$ cat src/rtl/vram_arbiter.sv
// Single-port VRAM arbiter: display reads versus posted CA-core writes.
// Reads win unless a write has waited through MAX_RD_STREAK consecutive read grants.
module vram_arbiter #(
    parameter int AVN_AW        = 19,
    parameter int AVN_DW        = 16,
    parameter int WFIFO_DEPTH   = 4,
    parameter int RD_LAT        = 1,
    parameter int MAX_RD_STREAK = 8
) (
    input  logic              sys_clk,
    input  logic              sys_rst,
    input  logic              rd_avn_read,
    input  logic [AVN_AW-1:0] rd_avn_address,
    output logic              rd_avn_waitrequest,
    output logic [AVN_DW-1:0] rd_avn_readdata,
    output logic              rd_avn_readdatavalid,
    input  logic              wr_avn_write,
    input  logic [AVN_AW-1:0] wr_avn_address,
    input  logic [AVN_DW-1:0] wr_avn_writedata,
    output logic              wr_avn_waitrequest,
    output logic              mem_req,
    output logic              mem_we,
    output logic [AVN_AW-1:0] mem_addr,
    output logic [AVN_DW-1:0] mem_wdata,
    input  logic [AVN_DW-1:0] mem_rdata
);

    localparam int PW = $clog2(WFIFO_DEPTH);
    localparam int CW = PW + 1;
    localparam int SW = $clog2(MAX_RD_STREAK + 1);
    localparam logic [CW-1:0] FIFO_FULL  = CW'(WFIFO_DEPTH);
    localparam logic [SW-1:0] STREAK_MAX = SW'(MAX_RD_STREAK);

    typedef enum logic [1:0] {
        GNT_IDLE,
        GNT_READ,
        GNT_WRITE
    } gnt_e;

    gnt_e gnt;

    logic [AVN_AW+AVN_DW-1:0] fifo_q [WFIFO_DEPTH];
    logic [PW-1:0]            wptr_q, wptr_d;
    logic [PW-1:0]            rptr_q, rptr_d;
    logic [CW-1:0]            count_q, count_d;
    logic [SW-1:0]            streak_q, streak_d;
    logic [RD_LAT-1:0]        vld_q, vld_d;

    logic              full, wr_pend, push, pop, rd_gnt;
    logic [AVN_AW-1:0] head_addr;
    logic [AVN_DW-1:0] head_data;

    assign {head_addr, head_data} = fifo_q[rptr_q];
    assign full    = (count_q == FIFO_FULL);
    assign wr_pend = (count_q != '0);

    always_comb begin
        gnt = GNT_IDLE;
        if (!sys_rst) begin
            if (rd_avn_read && (!wr_pend || streak_q < STREAK_MAX)) begin
                gnt = GNT_READ;
            end else if (wr_pend) begin
                gnt = GNT_WRITE;
            end
        end
    end

    assign rd_gnt = (gnt == GNT_READ);
    assign pop    = (gnt == GNT_WRITE);
    assign push   = wr_avn_write && !full && !sys_rst;

    // During reset the read port stalls and everything else looks idle.
    assign rd_avn_waitrequest   = sys_rst || (rd_avn_read && !rd_gnt);
    assign wr_avn_waitrequest   = !sys_rst && full;
    assign mem_req              = (gnt != GNT_IDLE);
    assign mem_we               = pop;
    assign mem_addr             = pop ? head_addr : rd_avn_address;
    assign mem_wdata            = head_data;
    assign rd_avn_readdata      = mem_rdata;
    assign rd_avn_readdatavalid = vld_q[RD_LAT-1] && !sys_rst;

    always_comb begin
        wptr_d  = wptr_q;
        rptr_d  = rptr_q;
        count_d = count_q;
        if (push) wptr_d = wptr_q + 1'b1;
        if (pop)  rptr_d = rptr_q + 1'b1;
        case ({push, pop})
            2'b10:   count_d = count_q + 1'b1;
            2'b01:   count_d = count_q - 1'b1;
            default: count_d = count_q;
        endcase
    end

    always_comb begin
        streak_d = streak_q;
        if (pop || !wr_pend) begin
            streak_d = '0;
        end else if (rd_gnt && streak_q != STREAK_MAX) begin
            streak_d = streak_q + 1'b1;
        end
    end

    if (RD_LAT > 1) begin : g_vld_pipe
        assign vld_d = {vld_q[RD_LAT-2:0], rd_gnt};
    end else begin : g_vld_single
        assign vld_d = rd_gnt;
    end

    always_ff @(posedge sys_clk) begin
        if (sys_rst) begin
            wptr_q   <= '0;
            rptr_q   <= '0;
            count_q  <= '0;
            streak_q <= '0;
            vld_q    <= '0;
        end else begin
            wptr_q   <= wptr_d;
            rptr_q   <= rptr_d;
            count_q  <= count_d;
            streak_q <= streak_d;
            vld_q    <= vld_d;
        end
    end

    always_ff @(posedge sys_clk) begin
        if (push) fifo_q[wptr_q] <= {wr_avn_address, wr_avn_writedata};
    end

endmodule

$ cat config.mk
export PLATFORM = sky130hd
export DESIGN_NAME = vram_arbiter
export DESIGN_NICKNAME = d
export VERILOG_FILES = /design/src/rtl/vram_arbiter.sv
export SDC_FILE = /design/constraint.sdc
export NUM_CORES = 1
export LEC_CHECK = 0
export CAP_MARGIN = 20
export CORE_ASPECT_RATIO = 1.2
export CORE_UTILIZATION = 51
export CTS_CLUSTER_SIZE = 12
export DETAILED_ROUTE_END_ITERATION = 8
export PLACE_DENSITY = 0.8
export SLEW_MARGIN = 15
export SYNTH_ARGS = -nofsm -noshare
export SYNTH_HDL_FRONTEND = slang
export SYNTH_SLANG_ARGS = --single-unit
$ cat constraint.sdc
create_clock -name sys_clk -period 2.6 [get_ports sys_clk]
set_input_delay 0.65 -clock sys_clk [delete_from_list [all_inputs] [get_ports sys_clk]]
set_output_delay 0.65 -clock sys_clk [all_outputs]
set_load 0.005 [all_outputs]
==> summary.md <==
| Metric | Value |
|---|---|
| Mux contribution to synthesized area | 17.6% |
| Starting utilization of the core area | 53.0% |
| CP startpoint kind | register |
| Max-slew violation total from the final report | 0 |
| Number of max-cap violations | 0 |
| Area share of and/or/nand/nor cells after synthesis | 2.74% |
| Pre-CTS WS | -0.598 ns |
| Maximum number of pins on one net before global-route repair | 27 |
| Prevailing post-synth register cell | edfxtp_1 |
| Worst-case hold slack | 0.462 ns |
| Number of instances on the worst hold path | 2 |
| Number of vias per cell | 5.35 |
| Worst reg-to-reg path cell count | 10 |
| Combinational Power Share | 11.4% |
| CTS root buf | clkbuf_16 |
| Final Setup Violations | 12 |
| End of the worst register-to-register path | count_q[2]$_SDFFE_PP0P_ |
| Power share of the clock group | 41.8% |
| Synth top area cells | edfxtp_1 68%, mux4_2 8.3%, mux4_1 5.1% |
| Congestion Overflow GR | 0 |
| Setup slack of the most critical reg-to-reg path | 0.33 ns |
| Maximum fanout along the worst path | 8 |
| Setup WS post-layout | -0.0882 ns |
| # IOs | 130 |
| Clock Skew | 0.0116 ns |
| Filler Cell Count | 728 |
| CTS H-tree depth | 4 |
| Net switching fraction of the power | 20.1% |
| Worst min path class | register to register |
| RR Startpoint | count_q[0]$_SDFFE_PP0P_ |
| Slew at the pin closest to its max-slew limit | 0.329 ns |
| Distinct cell type count after synthesis | 32 |
| Clock Pin Slew Worst Setup and Hold Paths | 0.06 ns |
| Syn_area_per_cell | 20.5 um2 |
| Antenna violations before repair | 0 |
| Total internal power | 4.79 mW |
| CP Capture Type | primary output |
| Number of core rows | 43 |
| Synth top area share | 67.6% |
| DRC violation total after the first TritonRoute iteration | 196 |
| Outcome | finished with violations |
| Netlist Area Pre-Place | 0.00622 mm2 |
| Die Area | 0.0126 mm2 |
| Synthesized instance count | 303 |
| Area of the core region | 0.0117 mm2 |
| Synth Register Bits | 154 |
| CTS hold repair buffers | 0 |
| Fraction of final layout cells sized beyond drive strength 1 | 37.3% |
| Static Leakage | 3.02 nW |
| Portion of the post-synthesis area used by sequential elements | 72.1% |
| Total routing resource utilization after global routing | 20.8% |
| Worst-case vdd ir drop | 0.462 mV |
| Achievable Freq | 372 MHz |
| Post-detailed-route DRC marker count | 0 |
| Share of synthesized flip-flops with an asynchronous set or reset | 0% |
| Count of non-filler cells in the finished layout | 616 |
| Clock sink total | 154 |
| Detailed-routing iteration count for the pre-antenna-repair pass | 4 |
| Number of hold violations in the final report | 0 |
| Most common library cell in the layout ignoring fill and taps | edfxtp_1 |
| Via count of the first global-routing pass | 3418 |
| Start point of the worst min-delay path | streak_q[2]$_SDFFE_PP0P_ |
| Diodes inserted | 0 |
| Worst skew pair latency | 0.42 ns |
| Routability Congestion | 0.771 |
| Clock buffers created by TritonCTS | 17 |
| Max-slew headroom at the worst pin | 78.0% |
| PortBufs | 97 |
| Ratio of total power to cell area | 705 mW/mm2 |
| Post-Synth Adder-Cell Area | 1.73% |
| Library cell occupying the most area in the post-synthesis netlist | edfxtp_1 |
| Net count, final | 528 |
| Post-synth EDFFs | 140 |
| Final worst-path cycle share | 103% |
| Synthesis-to-finish area growth | 36.8% |
| Sequential power share | 46.8% |
| Floorplan die width | 103 um |
| Number of cells after detailed placement | 553 |
| Average detailed-routed wire length per instance | 20.4 um |
| Die Ht | 123 um |
| Total via count in the routed design | 3293 |
| Pwr Total | 5.99 mW |
| Psw | 1.20 mW |
| Clock buffer depth | 2 |
| Xor and xnor area share after synthesis | 0.423% |
| Area fraction in compound gates after synthesis | 1.29% |
| Worst endpoint required time | 1.95 ns |
| Violated checks | negative setup slack |
| Wirelength, routed | 12.5 mm |
| Fin crit period | 2.69 ns |
| Unrepaired setup endpoints after global routing | yes |
| Arrival time of the worst setup path | 2.04 ns |
| Routed Antenna Nets | 0 |
| Combinational family with the most area after synthesis | multiplexers |
| Synthesis Warnings | 0 |
| Commonest cells after routing, fill and taps aside | 140 x edfxtp_1, 60 x clkdlybuf4s50_1, 30 x mux4_2 |
| WS Path Type | register to primary output |
| Total Negative Setup Slacks | -0.451 ns |
| Syn_nets | 385 |
| Hold Path Sink | streak_q[3]$_SDFFE_PP0P_ |
| TritonCTS clock tree | built |
| Detailed placer's ending HPWL | 7.25 mm |
| First-pass GRT wire length | 18.3 mm |
worst max-delay path, cell delays in order (launching register included):
cell	delay, ns
dfxtp_2	0.35
nor3_4	0.25
nor3_2	0.07
buf_6	0.14
buf_12	0.12
buf_16	0.14
buf_6	0.12
mux2_4	0.29
buf_6	0.11
logic make-up (layout without fill, tap and decap cells):
kind of cell             Yosys count  after routing
XOR/XNOR                           3              3
AND/OR/NAND/NOR                   31             31
flip-flops                       154            154
AO/OA/AOI/OAI                     14             14
buffers and inverters             39            195
adder cells (fa/ha/maj)            8              8
multiplexers                      54             54
state kept, by name, indices dropped and copies added, names as in the netlist, named ones only:
name and flops:
streak_q 4, count_q 3, fifo_q 140, rptr_q 2
vld_q 1, wptr_q 2
per-layer routing:
metal,up-vias,GRT usage (%),part of all wire (%)
met4,0,8.01,1.3
met1,1689,25.7,41
met2,101,34.9,53
met5,-,0,0
li1,1489,-,-
met3,14,5.94,5.0
through the flow:
| stage | utilization, % | area [um2] |
|---|---|---|
| floorplan | - | 6220 |
| global placement | 64.0 | 7510 |
| detailed placement | 64.0 | 7510 |
| CTS | 71.4 | 8380 |
| global route | 72.5 | 8500 |
| finish | 72.5 | 8500 |
power by group through the flow:
stage | sequential (mW) | clock [mW] | combinational (mW)
after floorplan | 2.84 | 0 | 0.282
after global placement | 2.85 | 0 | 0.558
after detailed placement | 2.85 | 0 | 0.575
after CTS | 2.80 | 2.51 | 0.645
after global routing | 2.81 | 2.62 | 0.732
final | 2.80 | 2.50 | 0.686
cell usage after synthesis (2+ instances only):
cell / n
a21oi_1: 7
clkbuf_1: 2
inv_1: 12
mux2_2: 6
mux4_1: 12
ha_1: 7
buf_2: 3
edfxtp_1: 140
nand3_1: 3
buf_4: 19
xor2_1: 2
or3_1: 3
and2_1: 4
mux4_2: 23
dfxtp_1: 14
nor3_1: 2
nand4_1: 2
nor2b_1: 2
nand2b_1: 2
buf_6: 2
nor2_1: 10
o21ai_0: 4
mux2_4: 13
how the worst max path moves through the flow:
| stage | slack [ns] | from | end |
|---|---|---|---|
| 2_1_floorplan | 0.15 | rd_avn_read | count_q[2]$_SDFFE_PP0P_ |
| 3_3_place_gp | -0.56 | rd_avn_read | mem_addr[0] |
| 3_5_place_dp | -0.60 | rd_avn_read | mem_addr[18] |
| 4_1_cts | -0.12 | register | mem_addr[17] |
| 5_1_grt | -0.14 | count_q[1]$_SDFFE_PP0P_ | mem_addr[15] |
| 6_report | -0.09 | count_q[1]$_SDFFE_PP0P_ | mem_addr[15] |
area by class of cell:
cell class	count	area, um2	share of cell area (%)
clock buffer	30	611	7.18
clock inverter	2	11.3	0.132
inverter	12	45.0	0.530
multi-input combinational	110	1500	17.7
sequential	154	4500	52.9
tap	157	196	2.31
timing repair buffer	151	1640	19.3
timing repair:
action / 4_1_cts / 5_1_grt
gates resized for setup: 122 / 42
pin swaps: 2 / 1
endpoints found under the hold margin: 0 / 0
setup buffers: 17 / 12
endpoints found under the setup margin: 37 / 26
cloned: 2 / 1
Power figures use the tool's default switching activity.
